File: config.mk
export PLATFORM = sky130hd
export DESIGN_NAME = apb_uart_req_arbiter
export DESIGN_NICKNAME = d
export VERILOG_FILES = /design/src/rtl/apb_uart_ctrl_pkg.sv /design/src/rtl/rr_arb2.sv /design/src/rtl/apb_uart_req_arbiter.sv
export SDC_FILE = /design/constraint.sdc
export NUM_CORES = 1
export LEC_CHECK = 0
export ABC_CLOCK_PERIOD_IN_PS = 3600
export CAP_MARGIN = 5
export CORE_MARGIN = 4
export CORE_UTILIZATION = 44
export DETAILED_ROUTE_END_ITERATION = 12
export HOLD_SLACK_MARGIN = 0.1
export PLACE_DENSITY = 0.81
export SKIP_LAST_GASP = 1
export SLEW_MARGIN = 30
export SYNTH_ARGS = -nofsm -noshare
export SYNTH_HDL_FRONTEND = slang
export SYNTH_SLANG_ARGS = --single-unit
File: constraint.sdc
create_clock -name PCLK -period 3.6 [get_ports PCLK]
set_input_delay 0.72 -clock PCLK [delete_from_list [all_inputs] [get_ports PCLK]]
set_output_delay 0.72 -clock PCLK [all_outputs]
set_load 0.03 [all_outputs]
File: src/rtl/apb_uart_ctrl_pkg.sv
// Shared types for the APB UART requester arbiter: FSM states, default widths and
// the command bundle captured from a requester.
package apb_uart_ctrl_pkg;

    localparam int unsigned ADDR_W_DEF = 4;
    localparam int unsigned DATA_W_DEF = 8;

    typedef enum logic [1:0] {
        StIdle   = 2'd0,
        StSetup  = 2'd1,
        StAccess = 2'd2
    } state_e;

    typedef struct packed {
        logic                  write;
        logic [ADDR_W_DEF-1:0] addr;
        logic [DATA_W_DEF-1:0] wdata;
    } cmd_t;

endpackage

File: src/rtl/rr_arb2.sv
// Two-way round-robin arbiter; the caller owns the last_grant history bit.
module rr_arb2 (
    input  logic [1:0] req,
    input  logic       last_grant,
    output logic [1:0] grant_onehot,
    output logic       grant_idx
);

    always_comb begin
        grant_idx = 1'b0;
        case (req)
            2'b01:   grant_idx = 1'b0;
            2'b10:   grant_idx = 1'b1;
            2'b11:   grant_idx = ~last_grant;
            default: grant_idx = 1'b0;
        endcase
        grant_onehot = 2'b00;
        if (req != 2'b00) begin
            grant_onehot = grant_idx ? 2'b10 : 2'b01;
        end
    end

endmodule

File: src/rtl/apb_uart_req_arbiter.sv
// APB master shared by two requesters: round-robin grant, SETUP/ACCESS sequencing with
// PREADY wait states and a timeout, and a one-cycle response pulse back to the owner.
module apb_uart_req_arbiter
    import apb_uart_ctrl_pkg::*;
#(
    parameter int unsigned ADDR_W      = ADDR_W_DEF,
    parameter int unsigned DATA_W      = DATA_W_DEF,
    parameter int unsigned TIMEOUT_CYC = 16
) (
    input  logic                  PCLK,
    input  logic                  PRESET,
    input  logic [1:0]            req_valid,
    output logic [1:0]            req_ready,
    input  logic [1:0]            req_write,
    input  logic [2*ADDR_W-1:0]   req_addr,
    input  logic [2*DATA_W-1:0]   req_wdata,
    output logic [1:0]            rsp_valid,
    output logic [DATA_W-1:0]     rsp_rdata,
    output logic                  rsp_err,
    output logic                  PSELx,
    output logic                  PENABLE,
    output logic                  PWRITE,
    output logic [ADDR_W-1:0]     PADDR,
    output logic [DATA_W-1:0]     PWDATA,
    input  logic [DATA_W-1:0]     PRDATA,
    input  logic                  PREADY,
    input  logic                  PSLVERR
);

    localparam int unsigned     CntW     = $clog2(TIMEOUT_CYC + 1);
    localparam logic [CntW-1:0] WaitLast = CntW'(TIMEOUT_CYC - 1);

    state_e              r_state;
    logic                r_last_grant;
    logic [CntW-1:0]     r_wait_cnt;
    logic                r_psel;
    logic                r_penable;
    logic                r_pwrite;
    logic [ADDR_W-1:0]   r_paddr;
    logic [DATA_W-1:0]   r_pwdata;
    logic [1:0]          r_rsp_valid;
    logic [DATA_W-1:0]   r_rsp_rdata;
    logic                r_rsp_err;

    logic [1:0]          w_grant_onehot;
    logic                w_grant_idx;
    logic                w_accept;
    logic                w_sel_write;
    logic [ADDR_W-1:0]   w_sel_addr;
    logic [DATA_W-1:0]   w_sel_wdata;
    logic [1:0]          w_owner_onehot;

    rr_arb2 u_arb (
        .req          (req_valid),
        .last_grant   (r_last_grant),
        .grant_onehot (w_grant_onehot),
        .grant_idx    (w_grant_idx)
    );

    always_comb begin
        // Ready is masked during reset so no handshake can appear while PRESET is high.
        req_ready      = (r_state == StIdle && !PRESET) ? w_grant_onehot : 2'b00;
        w_accept       = (r_state == StIdle) && (req_valid != 2'b00);
        w_sel_write    = w_grant_idx ? req_write[1] : req_write[0];
        w_sel_addr     = w_grant_idx ? req_addr[2*ADDR_W-1:ADDR_W] : req_addr[ADDR_W-1:0];
        w_sel_wdata    = w_grant_idx ? req_wdata[2*DATA_W-1:DATA_W] : req_wdata[DATA_W-1:0];
        w_owner_onehot = r_last_grant ? 2'b10 : 2'b01;
    end

    always_ff @(posedge PCLK or posedge PRESET) begin
        if (PRESET) begin
            r_state      <= StIdle;
            r_last_grant <= 1'b1;
            r_wait_cnt   <= '0;
            r_psel       <= 1'b0;
            r_penable    <= 1'b0;
            r_pwrite     <= 1'b0;
            r_paddr      <= '0;
            r_pwdata     <= '0;
            r_rsp_valid  <= 2'b00;
            r_rsp_rdata  <= '0;
            r_rsp_err    <= 1'b0;
        end else begin
            r_rsp_valid <= 2'b00;
            case (r_state)
                StIdle: begin
                    if (w_accept) begin
                        r_last_grant <= w_grant_idx;
                        r_pwrite     <= w_sel_write;
                        r_paddr      <= w_sel_addr;
                        r_pwdata     <= w_sel_wdata;
                        r_psel       <= 1'b1;
                        r_penable    <= 1'b0;
                        r_wait_cnt   <= '0;
                        r_state      <= StSetup;
                    end
                end
                StSetup: begin
                    r_penable <= 1'b1;
                    r_state   <= StAccess;
                end
                StAccess: begin
                    if (PREADY) begin
                        r_psel      <= 1'b0;
                        r_penable   <= 1'b0;
                        r_rsp_valid <= w_owner_onehot;
                        r_rsp_rdata <= r_pwrite ? '0 : PRDATA;
                        r_rsp_err   <= PSLVERR;
                        r_state     <= StIdle;
                    end else if (r_wait_cnt == WaitLast) begin
                        // Slave never answered: abort with an error response.
                        r_psel      <= 1'b0;
                        r_penable   <= 1'b0;
                        r_rsp_valid <= w_owner_onehot;
                        r_rsp_rdata <= '0;
                        r_rsp_err   <= 1'b1;
                        r_state     <= StIdle;
                    end else begin
                        r_wait_cnt <= r_wait_cnt + CntW'(1);
                    end
                end
                default: r_state <= StIdle;
            endcase
        end
    end

    assign PSELx     = r_psel;
    assign PENABLE   = r_penable;
    assign PWRITE    = r_pwrite;
    assign PADDR     = r_paddr;
    assign PWDATA    = r_pwdata;
    assign rsp_valid = r_rsp_valid;
    assign rsp_rdata = r_rsp_rdata;
    assign rsp_err   = r_rsp_err;

endmodule

[Word-level counts from Yosys, hierarchy flattened]
Index checks and enable logic that the tools add are counted.
Operators by class
  shift-type cells: 0
  bitwise gates (word level): 1
  divide/modulo/power cells: 0
  multiply operators: 0
  reductions and logical operators: 14
  add/sub/neg operators: 1
  mux-type cells: 30
  equal/unequal tests: 9
  magnitude comparators: 0
Operators with widths (count)
  8-bit 2-to-1 mux: 4
  2-bit 2-to-1 mux: 10
  5-bit 2-to-1 mux: 3
  5-bit one-hot mux with 2 select lines: 1
  1-bit 2-to-1 mux: 7
  2-bit equality test (second input constant): 3
  2-bit != test (second input constant): 3
  2-bit one-hot mux with 3 select lines: 1
  2-bit AND reduction: 3
  3-bit AND reduction: 2
  2-bit nonzero test: 3
  5-bit by 1-bit adder with 5-bit output (second input constant): 1
  5-bit by 4-bit equality test with 1-bit output (second input constant): 1
  4-bit 2-to-1 mux: 1
  1-bit one-hot mux with 2 select lines: 2
  4-bit AND reduction: 1
  3-bit != test (second input constant): 1
  1-bit one-hot mux with 3 select lines: 1
  3-bit nonzero test: 1
  2-bit by 1-bit equality test with 1-bit output (second input constant): 1
  1-bit logical AND: 2
  2-bit zero test: 1
  1-bit zero test: 1
  1-bit inverter: 1
Storage, ports and cells
  ROM bits: 0
  memory bits (writable): 0
  memories: 0
  output and inout bits: 28
  bits in latches: 0
  bits in registers: 34
  input bits: 40

[Depth between registers and ports, before layout]
  depth in word-level cells: 5
  gate-level depth with buffers: 7

[Cells and area by module]
From an unflattened synthesis, not the netlist that was laid out.
Unflattened totals
  cells, all modules: 138
  area total of the unflattened synthesis: 1529.0 um^2
Modules (own cells, without submodules)
  apb_uart_req_arbiter: area each 1502.7 um^2, instances 1, cells each 134
  rr_arb2: area each 26.3 um^2, instances 1, cells each 4

[Worst setup path after synthesis]
OpenSTA, ideal clock, no wires.
  path type: input to output
  start: in req_valid[1]
  end: out req_ready[1]
  data arrival time: 1.941 ns
  data required time: 2.880 ns
  path slack: 0.939 ns
  stages: 4
  buffers on the path: 2
  path through: a21bo_1 -> clkbuf_1 -> buf_2 -> nor3_1
Between the ends
  cells in the longest elaborated chain, start to end: 5
  elaborated cells on any way between the ends: 7
Ends and longest elaborated chain
  start: declaration: RTL line apb_uart_req_arbiter.sv:12  | input logic [1:0] req_valid,
  2-bit equality test: RTL line rr_arb2.sv:11  | case (req)
  1-bit one-hot mux with 2 select lines: RTL line rr_arb2.sv:11
  2-bit 2-to-1 mux: RTL line rr_arb2.sv:19  | grant_onehot = grant_idx ? 2'b10 : 2'b01;
  2-bit 2-to-1 mux (*): RTL line rr_arb2.sv:18  | if (req != 2'b00) begin
  2-bit 2-to-1 mux (*): RTL line apb_uart_req_arbiter.sv:62  | req_ready = (r_state == StIdle && !PRESET) ? w_grant_onehot : 2'b00;
  end: declaration: RTL line apb_uart_req_arbiter.sv:13  | output logic [1:0] req_ready,
Every way passes the cells marked *; elsewhere a longest branch is shown, timed or not.

[Final worst setup path]
Ends and elaborated chain as after synthesis.

==> results.py <==
metrics = {
    "run_status": {
        "outcome": "complete, no violations",
    },
    "global_route": {
        "antenna_found_initial": 0,
        "grt_pass1_wl_um": 5789,
        "grt-ovfl-total": 0,
        "grt_max_degree": 35,
        "grt_pass1_vias": 1287,
        "track_usage_pct": 17.55,
    },
    "detailed_routing": {
        "drtAntennaViolNets": 0,
        "route.detailed.drc": 0,
        "wl_per_cell_um": 15.47,
        "wirelength_um": 3635,
        "vias": 1179,
        "drt-vias-per-instance": 5.017,
        "dr.first_iter.drc_count": 82,
        "firstDrtPassIters": 4,
    },
    "setup_path": {
        "cp-startpoint": "req_valid[1]",
        "rr_startpoint": "r_wait_cnt[0]$_DFFE_PP0P_",
        "r2r_end": "r_wait_cnt[3]$_DFFE_PP0P_",
        "cp_top_family": "buffers and inverters",
        "critPathRequiredTime_ns": 2.88,
        "critPathBufInv": 2,
        "arrival_ns": 2.33,
        "critPathLaunchType": "input port",
        "cp_max_fo": 4,
        "cpPeakStageDelay_ns": 0.70,
        "r2r_setup_slack_ns": 1.37,
        "crit_chain": "clkdlybuf4s50_1 -> a21bo_1 -> nor3_1 -> clkdlybuf4s50_1",
        "cpMostUsedCell": "clkdlybuf4s50_1",
        "critPathKind": "input port to primary output",
        "critPathSlowestCell": "clkdlybuf4s50_1",
        "r2r_cells": 6,
        "crit_path_end_kind": "primary output",
    },
    "timing": {
        "finalHoldViolCount": 0,
        "slew_headroom_pct": 38.42,
        "rsz0062_at_grt": "false",
        "slew_violations": 0,
        "period_share_pct": 84.80,
        "worst_pin_slew_ns": 0.9218,
        "finClkSkew_ns": 0.01819,
        "setup_viol": 0,
        "fmax_mhz": 327.6,
        "min_period_ns": 3.053,
        "fin_tns_setup_ns": 0,
    },
    "logic_synthesis": {
        "syn_avg_cell_area_um2": 12.94,
        "ys_async_sr_fraction_pct": 100.0,
        "synth-warning-count": 0,
        "synth_top_area_share_pct": 54.55,
        "synth_most_common_cell": "dfrtp_1",
        "synth_common_cells": "dfrtp_1, mux2_2, a22o_1, inv_1, nor2_1",
        "synth_cell_type_count": 33,
        "dominantRegCellSynth": "dfrtp_1",
        "yosys.area.top_type": "dfrtp_1",
        "synth_area_leaders": "dfrtp_1, mux2_2, a22o_1",
        "yosysSeqAreaShare_pct": 56.28,
        "synth_edf_count": 0,
        "synth_cells": 117,
        "synth_seq_cells": 34,
        "syn_area_um2": 1514,
        "syn-num-nets": 159,
    },
    "finish": {
        "final_cells": 235,
        "syn2layout_area_growth_pct": 50.83,
        "drive_above_1_share_pct": 20.63,
        "diodes": 0,
        "nNetsFinal": 230,
        "fill_cells": 247,
    },
    "clocking": {
        "cts_setup_buffers": 0,
        "root_buffer": "clkbuf_4",
        "cts_hold_buf": 0,
        "clock_path_buffers": 2,
        "cts_sinks": 34,
        "clk_latency_ns": 0.34,
        "cts-resized-gates": 0,
        "clk_pin_slew_worst_paths_ns": 0.11,
        "tritoncts": "built",
        "cts_buffers": 5,
        "htreeDepth": 2,
    },
    "power": {
        "p_per_area_nw_per_um2": 766.6,
        "ir_drop_v": 0.0004556,
        "p_leak_uw": 0.0009769,
    },
    "die": {
        "core_um2": 3337,
        "die_x_um": 66.66,
        "num_io_pins": 68,
        "initial_utilization_pct": 45.37,
        "rows": 21,
        "dieArea_um2": 4444,
        "die_h_um": 66.66,
    },
    "place": {
        "gp_congestion": 0.8602,
        "io_buffer_count": 67,
        "hpwlAfterDp_um": 2814,
        "dp_cells": 227,
    },
    "run": {
        "cap_violations": 0,
    },
    "min_path": {
        "hp-start": "PSELx$_DFFE_PP0P_",
        "worst_hold_path_type": "flop to flop",
        "min_path_cells": 1,
        "hold_end": "PSELx$_DFFE_PP0P_",
    },
}
## final cells by class
class	instances	area, um2	share of cell area (%)
sequential	34	852.1	37.32
tap	46	57.56	2.521
clock buffer	6	41.29	1.808
multi-input combinational	69	605.6	26.52
clock inverter	2	10.01	0.4384
inverter	9	33.78	1.479
timing repair buffer	69	683.2	29.92
## flip-flops by register name, indices dropped and copies added (netlist names)
signal / flops
PADDR: 4
PENABLE: 1
PSELx: 1
PWDATA: 8
PWRITE: 1
r_last_grant: 1
r_state: 2
r_wait_cnt: 5
rsp_err: 1
rsp_rdata: 8
rsp_valid: 2
## worst max-delay path by stage
stage                    to  slack, ns  cells past startpoint
6_report       req_ready[1]       0.55                      4
5_1_grt        req_ready[1]       0.48                      4
4_1_cts        req_ready[1]       0.53                      4
3_5_place_dp   req_ready[1]       0.54                      4
3_3_place_gp   req_ready[1]       0.59                      4
2_1_floorplan  req_ready[1]       0.94                      4
## through the flow
step / total power [uW] / cell area, um2 / hold WS, ns / util, % / setup slack, ns
after CTS: 1772 / 2283 / 0.5071 / 68.43 / 0.5312
after floorplan: 1186 / 1514 / 0.4678 / - / 0.9387
after detailed placement: 1569 / 2232 / 0.4818 / 66.89 / 0.5378
after global placement: 1542 / 2232 / 0.4616 / 66.89 / 0.5853
after global routing: 1852 / 2283 / 0.5235 / 68.43 / 0.4836
final: 1750 / 2283 / 0.5083 / 68.43 / 0.5473
## metal layers
layer	track usage, %	up-vias	wire length [um]
li1	-	565	-
met1	20.97	576	1457
met2	29.70	33	1967
met3	4.553	5	155
met4	7.360	0	54
met5	0	-	0
## power by group
part | total, uW | internal, uW | switching, uW
combinational | 920 | 435 | 484
sequential | 635 | 534 | 101
clock | 196 | 74.3 | 122
## cell usage in the layout (no fill, tap or decap), types with 3 or more instances in the layout
cell type	count
a22o_1	8
o21ai_0	3
buf_4	3
dfrtp_1	33
clkbuf_4	5
a21oi_1	3
nor2_1	4
clkdlybuf4s50_1	66
mux2_2	24
inv_1	8
## logic make-up (layout without fill, tap and decap cells)
kind of cell,Yosys count,in the layout,share of synthesized area [%]
buffers and inverters,14,86,3.719
muxes,27,27,20.00
and+or+nand+nor,16,16,6.529
AOI/OAI and AO/OA,24,24,11.82
DFF,34,34,56.28
adders and majority gates,2,2,1.653
Note: power is estimated with default switching activity, not from simulation.
==> edit, RTL diff (config.mk and constraints unchanged) <==
Make the reset (`PRESET`) synchronous in one clocked block.
--- a/src/rtl/apb_uart_req_arbiter.sv
+++ b/src/rtl/apb_uart_req_arbiter.sv
@@ -68,5 +68,5 @@
     end
 
-    always_ff @(posedge PCLK or posedge PRESET) begin
+    always_ff @(posedge PCLK) begin
         if (PRESET) begin
             r_state      <= StIdle;
Behaviour: differs if PRESET is asserted again (counterexample within 4 cycles, from zero or initial values and one cycle with PRESET high); with PRESET held inactive, the same outputs for 10 cycles.
==> edit against the unedited design <==
- sequential share of layout area fell by 5.8 points
- wire length fell by 1.6%
- non-clock buffer count rose by 1
- synthesized area fell by 9.1%
- design area fell by 5.3%
- sequential cell count did not move
- count of clock-buffer cells in the layout rose by 2
- worst setup slack improved by 0.074 ns
- utilization rose by 3.0 points
- synthesized cell count rose by 13%
- critical path type unchanged
Power is not compared: it rests on default switching activity, and its combinational part moved more than twofold at a synthesized area within 25%.
==> edit: results (changes against the unedited design) <==
Global routing
  • Met2 Use GR: 32.3% (was 29.7%)
  • GRT Total Usage: 18.1% (was 17.6%)
  • Met1 GRT Util: 20.9% (was 21.0%)
  • Met3 Track Usage GR: 4.04% (was 4.55%)
  • Pin count of the biggest net entering global routing: 15 (was 35)
  • First-pass GRT wire length: 5890 um (was 5790 um)

STA
  • Clock Skews: 0.0100 ns (was 0.0182 ns)
  • Tcrit/Tclk final: 82.8% (was 84.8%)
  • Hold slack final: 0.473 ns (was 0.508 ns)
  • Final hold vios: 0 (unchanged)
  • Rel. slew slack: 57.0% (was 38.4%)

Critical path
  • Register-to-register path setup slack: 1.39 ns (was 1.37 ns)
  • Max incr delay on CP: 0.66 ns (was 0.70 ns)
  • Worst R2R Start: r_wait_cnt[0] (unchanged)
  • Worst R2R End: r_wait_cnt[3] (unchanged)

Detailed routing
  • Wire length on met1: 1510 um (was 1460 um)
  • Met3 wire length: 123 um (was 155 um)
  • Met2 wire len: 1870 um (was 1970 um)
  • Post-Route WL: 3580 um (was 3640 um)
  • Initial drt markers: 62 (was 82)
  • DR vias: 1,268 (was 1,179)

Placement
  • Port Buffers: 67 (unchanged)
  • GP Congestion: 0.717 (was 0.860)
  • Dpl cell area: 0.00208 mm^2 (was 0.00223 mm^2)
  • Final HPWL DP: 2820 um (was 2810 um)
  • Place WS: 0.627 ns (was 0.538 ns)

Synthesis
  • Gate Count Post-Synth: 132 (was 117)
  • Top cells by count, synth: 34 x dfxtp_1, 13 x mux2i_1, 13 x o2bb2ai_1 (was 33 x dfrtp_1, 24 x mux2_2, 8 x a22o_1, 8 x inv_1, 4 x nor2_1)
  • Post-synth cell types: 36 (was 33)
  • Post-Syn Nets: 174 (was 159)
  • Seq/Total Area, Yosys: 49.5% (was 56.3%)
  • Synth async-reset ratio: 0% (was 100%)
  • Top post-synthesis cells by area: dfxtp_1 49%, mux2i_1 9.5%, o2bb2ai_1 8.3% (was dfrtp_1 55%, mux2_2 18%, a22o_1 4.6%)

Layout
  • Fin nets: 243 (was 230)
  • Diodes inserted: 0 (unchanged)
  • Number of fill cells in the layout: 225 (was 247)
  • Layout cell share with drive strength beyond 1: 6.44% (was 20.6%)
  • Post-Layout Cell Count: 246 (was 235)

Worst hold path
  • WHS Endpoint: PWDATA[3] (was PSELx)

Status
  • Status: completed (unchanged)
edit: cell types whose count changed in the layout (fill, tap and decap cells not counted), moves of 3 or more:
cell and delta:
mux2i_1 +12, o2bb2ai_1 +13, inv_1 -4, nand2_1 +3
dfrtp_1 -33, dfxtp_1 +34, a21oi_1 +5, mux2_2 -24
clkbuf_8 +3
edit: cell type report:
cell class	instances	area, um^2	share of cell area, %
flip-flops and latches	34	681	31.5
multi-input cells	86	639	29.6
clock buffers	8	78.8	3.65
repair buffers	70	693	32.1
well taps	44	55.1	2.55
inverters	4	15.0	0.694
edit: cell families after synthesis:
logic type | after synthesis | synth area share (%)
and+or+nand+nor | 28 | 11.8
DFF | 34 | 49.5
buffers and inverters | 12 | 4.09
adders and majority gates | 2 | 1.82
AOI/OAI and AO/OA | 42 | 22.7
muxes | 13 | 9.45
xor gates and xnor gates | 1 | 0.636
